## src/rtl/ysyx_25020042_wbu_pkg.sv

```systemverilog
`default_nettype none
// ============================================================================
// Module   : ysyx_25020042_wbu_pkg
// Brief    : Shared core widths, commit-counter width and writeback arbitration.
// Revision : 1.0  initial release
// ============================================================================
package ysyx_25020042_wbu_pkg;

   localparam int WBU_REG_ADDR_LEN = 5;
   localparam int WBU_WIDTH        = 32;
   localparam int WBU_REGS         = 32;
   localparam int WBU_CNT_W        = 32;

   typedef enum logic [1:0] {
      SRC_NONE = 2'd0,
      SRC_LSU  = 2'd1,
      SRC_EXU  = 2'd2
   } wb_src_e;

   // Loads always win; the EXU sees ready low while a load is offered.
   function automatic wb_src_e wb_arbitrate(input logic lsu_valid, input logic exu_valid);
      if (lsu_valid)
         return SRC_LSU;
      else if (exu_valid)
         return SRC_EXU;
      else
         return SRC_NONE;
   endfunction

endpackage
`default_nettype wire

```

## src/rtl/ysyx_25020042_wbu_if.sv

```systemverilog
`default_nettype none
// ============================================================================
// Module   : ysyx_25020042_wbu_if
// Brief    : Writeback bundle: EXU/LSU handshakes, issue/hazard query, GPR port.
// Revision : 1.0  initial release
// ============================================================================
interface ysyx_25020042_wbu_if
   import ysyx_25020042_wbu_pkg::*;
#(
   parameter int REG_ADDR_LEN = WBU_REG_ADDR_LEN,
   parameter int WIDTH        = WBU_WIDTH
);
   logic                    exu_valid;
   logic                    exu_ready;
   logic [REG_ADDR_LEN-1:0] exu_rd;
   logic [WIDTH-1:0]        exu_data;
   logic                    lsu_valid;
   logic                    lsu_ready;
   logic [REG_ADDR_LEN-1:0] lsu_rd;
   logic [WIDTH-1:0]        lsu_data;
   logic                    iss_valid;
   logic [REG_ADDR_LEN-1:0] iss_rd;
   logic [REG_ADDR_LEN-1:0] rs1;
   logic [REG_ADDR_LEN-1:0] rs2;
   logic                    rs1_busy;
   logic                    rs2_busy;
   logic [REG_ADDR_LEN-1:0] gpr_rd;
   logic [WIDTH-1:0]        gpr_wdata;
   logic                    wb_commit;
   logic [WBU_CNT_W-1:0]    commit_cnt;

   modport slave (
      input  exu_valid, exu_rd, exu_data,
      input  lsu_valid, lsu_rd, lsu_data,
      input  iss_valid, iss_rd, rs1, rs2,
      output exu_ready, lsu_ready, rs1_busy, rs2_busy,
      output gpr_rd, gpr_wdata, wb_commit, commit_cnt
   );

   modport master (
      output exu_valid, exu_rd, exu_data,
      output lsu_valid, lsu_rd, lsu_data,
      output iss_valid, iss_rd, rs1, rs2,
      input  exu_ready, lsu_ready, rs1_busy, rs2_busy,
      input  gpr_rd, gpr_wdata, wb_commit, commit_cnt
   );

endinterface
`default_nettype wire

```

## src/rtl/ysyx_25020042_wbu_scoreboard.sv

```systemverilog
`default_nettype none
// ============================================================================
// Module   : ysyx_25020042_scoreboard
// Brief    : Pending-write busy vector with bypassed source-hazard query.
// Revision : 1.0  initial release
// ============================================================================
module ysyx_25020042_scoreboard
   import ysyx_25020042_wbu_pkg::*;
#(
   parameter int REG_ADDR_LEN = WBU_REG_ADDR_LEN,
   parameter int REGS         = WBU_REGS
)(
   input  wire logic                    clk,
   input  wire logic                    rst,
   input  wire logic                    i_set_valid,
   input  wire logic [REG_ADDR_LEN-1:0] i_set_idx,
   input  wire logic                    i_clr_valid,
   input  wire logic [REG_ADDR_LEN-1:0] i_clr_idx,
   input  wire logic [REG_ADDR_LEN-1:0] i_rs1,
   input  wire logic [REG_ADDR_LEN-1:0] i_rs2,
   output      logic                    o_rs1_busy,
   output      logic                    o_rs2_busy
);

   logic [REGS-1:0] r_busy;
   logic [REGS-1:0] w_set_mask;
   logic [REGS-1:0] w_clr_mask;
   logic            w_rs1_hit;
   logic            w_rs2_hit;

   // Decode starts at 1 so x0 can never become busy.
   always_comb begin
      w_set_mask = '0;
      w_clr_mask = '0;
      w_rs1_hit  = 1'b0;
      w_rs2_hit  = 1'b0;
      for (int i = 1; i < REGS; i++) begin
         if (i_set_valid && (i_set_idx == REG_ADDR_LEN'(i)))
            w_set_mask[i] = 1'b1;
         if (i_clr_valid && (i_clr_idx == REG_ADDR_LEN'(i)))
            w_clr_mask[i] = 1'b1;
         if (i_rs1 == REG_ADDR_LEN'(i))
            w_rs1_hit = r_busy[i];
         if (i_rs2 == REG_ADDR_LEN'(i))
            w_rs2_hit = r_busy[i];
      end
   end

   always_ff @(posedge clk or posedge rst) begin
      if (rst)
         r_busy <= '0;
      else
         r_busy <= (r_busy & ~w_clr_mask) | w_set_mask;
   end

   // A write committing this cycle already resolves the hazard.
   assign o_rs1_busy = w_rs1_hit & ~(i_clr_valid && (i_clr_idx == i_rs1));
   assign o_rs2_busy = w_rs2_hit & ~(i_clr_valid && (i_clr_idx == i_rs2));

endmodule
`default_nettype wire

```

## src/rtl/ysyx_25020042_wbu.sv

```systemverilog
`default_nettype none
// ============================================================================
// Module   : ysyx_25020042_wbu
// Brief    : Writeback unit: LSU-priority arbitration, registered GPR write stage.
// Revision : 1.0  initial release
// ============================================================================
module ysyx_25020042_wbu
   import ysyx_25020042_wbu_pkg::*;
#(
   parameter int REG_ADDR_LEN = WBU_REG_ADDR_LEN,
   parameter int WIDTH        = WBU_WIDTH,
   parameter int REGS         = WBU_REGS
)(
   input wire logic clk,
   input wire logic rst,
   ysyx_25020042_wbu_if.slave bus
);

   wb_src_e                 w_src;
   logic                    w_fire;
   logic [REG_ADDR_LEN-1:0] w_rd;
   logic [WIDTH-1:0]        w_data;

   logic                    r_wb_commit;
   logic [REG_ADDR_LEN-1:0] r_gpr_rd;
   logic [WIDTH-1:0]        r_gpr_wdata;
   logic [WBU_CNT_W-1:0]    r_commit_cnt;

   assign bus.lsu_ready = 1'b1;
   assign bus.exu_ready = ~bus.lsu_valid;

   assign w_src = wb_arbitrate(bus.lsu_valid, bus.exu_valid);

   always_comb begin
      w_fire = 1'b0;
      w_rd   = '0;
      w_data = '0;
      case (w_src)
         SRC_LSU: begin
            w_fire = 1'b1;
            w_rd   = bus.lsu_rd;
            w_data = bus.lsu_data;
         end
         SRC_EXU: begin
            w_fire = 1'b1;
            w_rd   = bus.exu_rd;
            w_data = bus.exu_data;
         end
         default: ;
      endcase
   end

   // gpr_rd must be zero on idle cycles: the register file writes on any nonzero index.
   always_ff @(posedge clk or posedge rst) begin
      if (rst) begin
         r_wb_commit  <= 1'b0;
         r_gpr_rd     <= '0;
         r_gpr_wdata  <= '0;
         r_commit_cnt <= '0;
      end else begin
         r_wb_commit <= w_fire;
         r_gpr_rd    <= w_rd;
         r_gpr_wdata <= w_data;
         if (w_fire)
            r_commit_cnt <= r_commit_cnt + WBU_CNT_W'(1);
      end
   end

   assign bus.wb_commit  = r_wb_commit;
   assign bus.gpr_rd     = r_gpr_rd;
   assign bus.gpr_wdata  = r_gpr_wdata;
   assign bus.commit_cnt = r_commit_cnt;

   ysyx_25020042_scoreboard #(
      .REG_ADDR_LEN (REG_ADDR_LEN),
      .REGS         (REGS)
   ) u_scoreboard (
      .clk          (clk),
      .rst          (rst),
      .i_set_valid  (bus.iss_valid),
      .i_set_idx    (bus.iss_rd),
      .i_clr_valid  (r_wb_commit),
      .i_clr_idx    (r_gpr_rd),
      .i_rs1        (bus.rs1),
      .i_rs2        (bus.rs2),
      .o_rs1_busy   (bus.rs1_busy),
      .o_rs2_busy   (bus.rs2_busy)
   );

endmodule
`default_nettype wire

```

## src/flat_wrapper.sv

```systemverilog
// flat-port wrapper written by rule: the top's interface ports become plain ports
module ysyx_25020042_wbu_flat import ysyx_25020042_wbu_pkg::*;
#(
   parameter int REG_ADDR_LEN = WBU_REG_ADDR_LEN,
   parameter int WIDTH        = WBU_WIDTH,
   parameter int REGS         = WBU_REGS
)
  (clk, rst, bus_exu_valid, bus_exu_rd, bus_exu_data, bus_lsu_valid, bus_lsu_rd, bus_lsu_data, bus_iss_valid, bus_iss_rd, bus_rs1, bus_rs2, bus_exu_ready, bus_lsu_ready, bus_rs1_busy, bus_rs2_busy, bus_gpr_rd, bus_gpr_wdata, bus_wb_commit, bus_commit_cnt);
  ysyx_25020042_wbu_if #(.REG_ADDR_LEN(REG_ADDR_LEN), .WIDTH(WIDTH)) bus_i ();
  input wire logic clk;
  input wire logic rst;
  input wire logic [$bits(bus_i.exu_valid)-1:0] bus_exu_valid;
  input wire logic [$bits(bus_i.exu_rd)-1:0] bus_exu_rd;
  input wire logic [$bits(bus_i.exu_data)-1:0] bus_exu_data;
  input wire logic [$bits(bus_i.lsu_valid)-1:0] bus_lsu_valid;
  input wire logic [$bits(bus_i.lsu_rd)-1:0] bus_lsu_rd;
  input wire logic [$bits(bus_i.lsu_data)-1:0] bus_lsu_data;
  input wire logic [$bits(bus_i.iss_valid)-1:0] bus_iss_valid;
  input wire logic [$bits(bus_i.iss_rd)-1:0] bus_iss_rd;
  input wire logic [$bits(bus_i.rs1)-1:0] bus_rs1;
  input wire logic [$bits(bus_i.rs2)-1:0] bus_rs2;
  output wire logic [$bits(bus_i.exu_ready)-1:0] bus_exu_ready;
  output wire logic [$bits(bus_i.lsu_ready)-1:0] bus_lsu_ready;
  output wire logic [$bits(bus_i.rs1_busy)-1:0] bus_rs1_busy;
  output wire logic [$bits(bus_i.rs2_busy)-1:0] bus_rs2_busy;
  output wire logic [$bits(bus_i.gpr_rd)-1:0] bus_gpr_rd;
  output wire logic [$bits(bus_i.gpr_wdata)-1:0] bus_gpr_wdata;
  output wire logic [$bits(bus_i.wb_commit)-1:0] bus_wb_commit;
  output wire logic [$bits(bus_i.commit_cnt)-1:0] bus_commit_cnt;
  assign bus_i.exu_valid = bus_exu_valid;
  assign bus_i.exu_rd = bus_exu_rd;
  assign bus_i.exu_data = bus_exu_data;
  assign bus_i.lsu_valid = bus_lsu_valid;
  assign bus_i.lsu_rd = bus_lsu_rd;
  assign bus_i.lsu_data = bus_lsu_data;
  assign bus_i.iss_valid = bus_iss_valid;
  assign bus_i.iss_rd = bus_iss_rd;
  assign bus_i.rs1 = bus_rs1;
  assign bus_i.rs2 = bus_rs2;
  assign bus_exu_ready = bus_i.exu_ready;
  assign bus_lsu_ready = bus_i.lsu_ready;
  assign bus_rs1_busy = bus_i.rs1_busy;
  assign bus_rs2_busy = bus_i.rs2_busy;
  assign bus_gpr_rd = bus_i.gpr_rd;
  assign bus_gpr_wdata = bus_i.gpr_wdata;
  assign bus_wb_commit = bus_i.wb_commit;
  assign bus_commit_cnt = bus_i.commit_cnt;
  ysyx_25020042_wbu #(.REG_ADDR_LEN(REG_ADDR_LEN), .WIDTH(WIDTH), .REGS(REGS)) u_core (.clk(clk), .rst(rst), .bus(bus_i));
endmodule
```

## config.mk

```make
export PLATFORM = sky130hd
export DESIGN_NAME = ysyx_25020042_wbu_flat
export DESIGN_NICKNAME = d
export VERILOG_FILES = /design/src/rtl/ysyx_25020042_wbu_pkg.sv /design/src/rtl/ysyx_25020042_wbu_if.sv /design/src/rtl/ysyx_25020042_wbu_scoreboard.sv /design/src/rtl/ysyx_25020042_wbu.sv /design/src/flat_wrapper.sv
export SDC_FILE = /design/constraint.sdc
export NUM_CORES = 1
export LEC_CHECK = 0
export ABC_AREA = 1
export CAP_MARGIN = 0
export CORE_MARGIN = 2
export CORE_UTILIZATION = 42
export CTS_BUF_LIST = sky130_fd_sc_hd__clkbuf_4 sky130_fd_sc_hd__clkbuf_8
export CTS_CLUSTER_DIAMETER = 150
export DETAILED_ROUTE_END_ITERATION = 7
export DONT_BUFFER_PORTS = 1
export GPL_TIMING_DRIVEN = 0
export HOLD_SLACK_MARGIN = 0.12
export SYNTH_ARGS = -nofsm -noshare
export SYNTH_HDL_FRONTEND = slang
export SYNTH_HIERARCHICAL = 1
export SYNTH_SLANG_ARGS = --single-unit
```

## constraint.sdc

```tcl
create_clock -name clk -period 3.1 [get_ports clk]
set_input_delay 0.62 -clock clk [delete_from_list [all_inputs] [get_ports clk]]
set_output_delay 0.62 -clock clk [all_outputs]
set_load 0.02 [all_outputs]
```

Yosys cells after proc, flatten, opt, wreduce, memory -nomap -nowiden
Index checks and enable logic that the tools add are counted.
- flip-flop bits (word level): 102
- word-level logic and storage cells: 336
- add/sub/neg operators: 1
- multiplexer cells: 129
- bitwise logic cells: 8
- eq/ne operators: 128
- reductions and logical operators: 65
- operators with widths (kind ; number):
    5-bit == test, second input constant ; 64
    5-bit by 4-bit == test with 1-bit output, second input constant ; 32
    1-bit 2-to-1 mux ; 125
    5-bit by 3-bit == test with 1-bit output, second input constant ; 16
    1-bit logical AND ; 64
    32-bit one-hot mux with 2 select lines ; 1
    5-bit by 2-bit == test with 1-bit output, second input constant ; 8
    32-bit by 1-bit adder with 32-bit output, second input constant ; 1
    32-bit bitwise AND ; 1
    32-bit NOT ; 1
    32-bit bitwise OR ; 1
    5-bit by 1-bit == test with 1-bit output, second input constant ; 4
    5-bit == test ; 2
    5-bit one-hot mux with 2 select lines ; 1
    2-bit 2-to-1 mux ; 2
    1-bit NOT ; 3
    1-bit bitwise AND ; 2
    2-bit by 1-bit == test with 1-bit output, second input constant ; 1
    2-bit == test, second input constant ; 1
    2-bit OR reduction ; 1

Logic depth before layout (Yosys ltp)
- depth in word-level cells: 33
- depth in mapped cells: 22

By module
The synthesis kept the hierarchy.
- modules (own cells, without submodules) (module ; area an instance (µm²) ; sequential area each (µm²) ; cells each ; times used):
    ysyx_25020042_wbu ; 3296.9 ; 1751.7 ; 399 ; 1
    ysyx_25020042_scoreboard ; 2352.3 ; 775.7 ; 360 ; 1

Worst setup path after synthesis
No wires, ideal clock.
- path type: input-to-output
- from: in bus_rs1[1]
- to: out bus_rs1_busy
- path buffers: 1
- arrival: 2172 ps
- stages: 22
- slack: 308 ps
- path through: buf_6 inv_4 nor2_2 nand2_1 nand2_1 nor2_1 nand2_1 nand4_1 nor2_1 nand4_1 nand2_1 nand4_1 nor2_1 nand4_1 nor2_1 nand4_1 nand2_1 nand2_1 nand2_1 nand4_1 nand2_1 inv_1
- longest elaborated chain between the ends: 33
- elaborated cells between the ends (all ways): 66
- RTL lines (item ; RTL line ; source):
    start: declaration ; flat_wrapper.sv:20 ; input wire logic [$bits(bus_i.rs1)-1:0] bus_rs1;
    5-bit by 1-bit == test with 1-bit output ; ysyx_25020042_wbu_scoreboard.sv:42 ; if (i_rs1 == REG_ADDR_LEN'(i))
    1-bit 2-to-1 mux (31 in series) ; ysyx_25020042_wbu_scoreboard.sv:42 ;
    1-bit bitwise AND (*) ; ysyx_25020042_wbu_scoreboard.sv:57 ; assign o_rs1_busy = w_rs1_hit & ~(i_clr_valid && (i_clr_idx == i_rs1));
    end: declaration ; flat_wrapper.sv:24 ; output wire logic [$bits(bus_i.rs1_busy)-1:0] bus_rs1_busy;
Every way passes the cells marked *; elsewhere a longest branch is shown, timed or not.

Worst setup path in the final report
- from: reg u_core.u_scoreboard.r_busy[1]
- to: out bus_rs1_busy
- longest elaborated chain between the ends: 32
- RTL lines (item ; RTL line ; source):
    start: declaration ; ysyx_25020042_wbu_scoreboard.sv:25 ; logic [REGS-1:0] r_busy;
    start signal: assignment ; ysyx_25020042_wbu_scoreboard.sv:53 ; r_busy <= (r_busy & ~w_clr_mask) | w_set_mask;
    1-bit 2-to-1 mux (31 in series) ; ysyx_25020042_wbu_scoreboard.sv:42 ;
    1-bit bitwise AND ; ysyx_25020042_wbu_scoreboard.sv:57 ;
No other way between the ends.

==> results.json <==
{
  "status": "complete, no violations",
  "gp_congestion": 0.978,
  "hold_viol": 0,
  "start_util": 0.428,
  "cp_slowest_cell": "dfrtp_2",
  "clkSinkCount": 101,
  "cts_tree": "yes",
  "via_per_inst": 5.53,
  "slew_viol_final": 0,
  "die-area_sq_um": 14400,
  "async_flop_share": 1.00,
  "finalSetupViolCount": 0,
  "vdd_drop_max_mv": 0.242,
  "grt_max_degree": 71,
  "drtPass1Iterations": 5,
  "ys_seq_area_frac": 0.447,
  "synth_cell_types": 33,
  "drive_gt1_frac": 0.120,
  "drcViolationCount": 0,
  "netlist_area_sq_um": 5650,
  "grt_setup_unrepaired": "true",
  "dp_cells": 935,
  "clock_skew_ps": 10.3,
  "max_freq_mhz": 324,
  "synth_top_cell_by_area": "dfrtp_1",
  "num_vias": 5313,
  "root_buffer": "clkbuf_8",
  "start_kind": "flip-flop",
  "r2r_end": "u_core/u_scoreboard/r_busy[29]",
  "crit_arrival_ps": 2470,
  "io_buffers": 0,
  "clk_latency_ps": 370,
  "n_antenna_cell": 0,
  "grt_pass1_vias": 5252,
  "worstPathCellList": "nor2_1 > nor2_1 > nand3_1 > nand2_1 > nand2_1 > nand4_1 > nor2_1 > nand4_1 > nand2_1 > nand4_1 > nor2_1 > nand4_1 > nor2_1 > nand4_1 > nand2_1 > nand2_1 > nand2_1 > nand4_1 > nand2_1 > inv_2",
  "cp_max_fo": 3,
  "cap_violations": 0,
  "fp.coreArea_sq_um": 13200,
  "fin_nets": 875,
  "cp.required_ps": 2480,
  "rows": 42,
  "synthTopCellsByArea": "dfrtp_1 45%, nand2_1 16%, o21ai_0 5.8%",
  "drt_iter0_drc": 476,
  "grt_first_pass_wirelength_microns": 26700,
  "antenna_found_initial": 0,
  "clock_path_buffers": 2,
  "tightest_slew_ps": 1150,
  "die_w_microns": 120,
  "synth-edff-count": 0,
  "synth.most_common_cell": "nand2_1",
  "cp-end-kind": "primary output",
  "wl_microns": 16800,
  "period_share": 0.996,
  "post_drt_wl_per_cell_microns": 17.5,
  "htree_levels": 3,
  "yosysWarnings": 6,
  "numCtsBuffers": 9,
  "syn2layout_area_growth_pct": 10.4,
  "critical_path_class": "reg2out",
  "ys_ff_latch": 101,
  "post-route-min-period_ps": 3090,
  "hold_class": "in2async",
  "synth_top_area_share": 0.447,
  "ctsHoldBuffers": 0,
  "r2r_slack_ps": 1270,
  "overflow": 0,
  "grt_usage": 0.237,
  "rr_startpoint": "u_core/bus.gpr_rd[0]",
  "cp.depth": 20,
  "critPathBufInv": 1,
  "slew-limit-headroom": 0.232,
  "clk_pin_slew_ps": 90,
  "p_leak_nw": 2.83,
  "crit_path_frequent_cell": "nand2_1",
  "crit_end": "bus_rs1_busy",
  "io_pins": 168,
  "post-dp-hpwl_microns": 13000,
  "path_delay_family": "simple AND/OR/NAND/NOR gates",
  "final_cells": 960,
  "reg2reg_depth": 6,
  "die_h_microns": 120,
  "syn_inst": 759,
  "worst_path_largest_cell_delay_ps": 450,
  "synth_common_cells": "246 x nand2_1, 101 x dfrtp_1, 65 x o21ai_0",
  "synth_fp_nets": 854,
  "syn_area_per_cell_sq_um": 7.44,
  "synth_ff_type": "dfrtp_1",
  "powerDensity_nw_per_um2": 555,
  "drtAntennaViolNets": 0,
  "fin_setup_tns_ps": 0,
  "startpoint": "u_core/u_scoreboard/r_busy[1]"
}
-- flip-flops by register name (all words and copies together) (netlist names) --
signal                      count
u_core/bus.commit_cnt          32
u_core/u_scoreboard/r_busy     31
u_core/bus.wb_commit            1
u_core/bus.gpr_rd               5
u_core/bus.gpr_wdata           32
-- cell type report --
cell class / instances / area (sq um)
Inverter: 70 / 273
Fill cell: 1340 / 6950
Buffer: 26 / 138
Multi-Input combinational cell: 562 / 2760
Clock buffer: 11 / 139
Timing Repair Buffer: 10 / 78.8
Tap cell: 176 / 220
Sequential cell: 101 / 2530
Clock inverter: 4 / 97.6
-- timing repair --
item,in CTS,in global routing
endpoints found under the setup margin,2,2
pin swaps,2,13
buffers inserted,3,7
hold endpoints to repair,0,0
resized for setup,5,14
-- cell usage in the layout (no fill, tap or decap), types with 6 or more instances in the layout --
| cell | count |
|---|---|
| buf_2 | 11 |
| buf_4 | 11 |
| clkbuf_1 | 11 |
| clkbuf_8 | 9 |
| dfrtp_1 | 100 |
| inv_1 | 53 |
| inv_2 | 12 |
| nand2_1 | 243 |
| nand2_2 | 6 |
| nand3_1 | 60 |
| nand3b_1 | 9 |
| nand4_1 | 41 |
| nor2_1 | 57 |
| nor2_2 | 16 |
| nor2_4 | 14 |
| o21ai_0 | 65 |
| xnor2_1 | 6 |
| xor2_1 | 12 |
-- cell families after synthesis --
group | Yosys count | synth area share
buffers and inverters | 96 | 0.0700
AOI/OAI and AO/OA | 85 | 0.0833
other | 1 | 0.000664
DFF | 101 | 0.447
adders and majority gates | 1 | 0.00221
and+or+nand+nor | 457 | 0.369
xor gates and xnor gates | 18 | 0.0279
-- metal layers --
layer	track usage	vias up	part of all wire
li1	-	2529	-
met1	0.292	2495	0.39
met2	0.386	240	0.48
met3	0.0556	49	0.081
met4	0.129	0	0.041
met5	0	-	0
-- worst min-delay path by stage --
stage | from | to | slack [ps] | cells past startpoint
detailed placement | u_core/u_scoreboard/r_busy[24] | u_core/u_scoreboard/r_busy[24] | 510 | 2
floorplan | u_core/u_scoreboard/r_busy[13] | u_core/u_scoreboard/r_busy[13] | 470 | 2
finish | rst | u_core/bus.gpr_wdata[31] | 290 | 1
CTS | rst | u_core/bus.gpr_wdata[11] | 330 | 1
global placement | u_core/u_scoreboard/r_busy[9] | u_core/u_scoreboard/r_busy[9] | 490 | 2
global route | rst | u_core/bus.gpr_wdata[3] | 350 | 1
-- metrics by stage --
step	util	power, mW	hold WS [ps]	worst slack [ps]	area (sq um)
after floorplan	-	2.21	469	308	5650
after global placement	0.445	2.44	492	-160	5870
after detailed placement	0.445	2.46	505	-110	5870
after CTS	0.466	3.46	325	-5.86	6150
after global routing	0.473	3.63	347	-194	6240
final	0.473	3.46	286	12.3	6240
-- where the power goes --
| part | internal, mW | total [mW] | leakage (nW) | switching, mW |
|---|---|---|---|---|
| combinational | 0.206 | 0.602 | 1.49 | 0.396 |
| clock | 0.550 | 0.983 | 0.116 | 0.433 |
| sequential | 1.52 | 1.88 | 1.22 | 0.357 |
No activity file was read; power rests on OpenSTA's default activity.
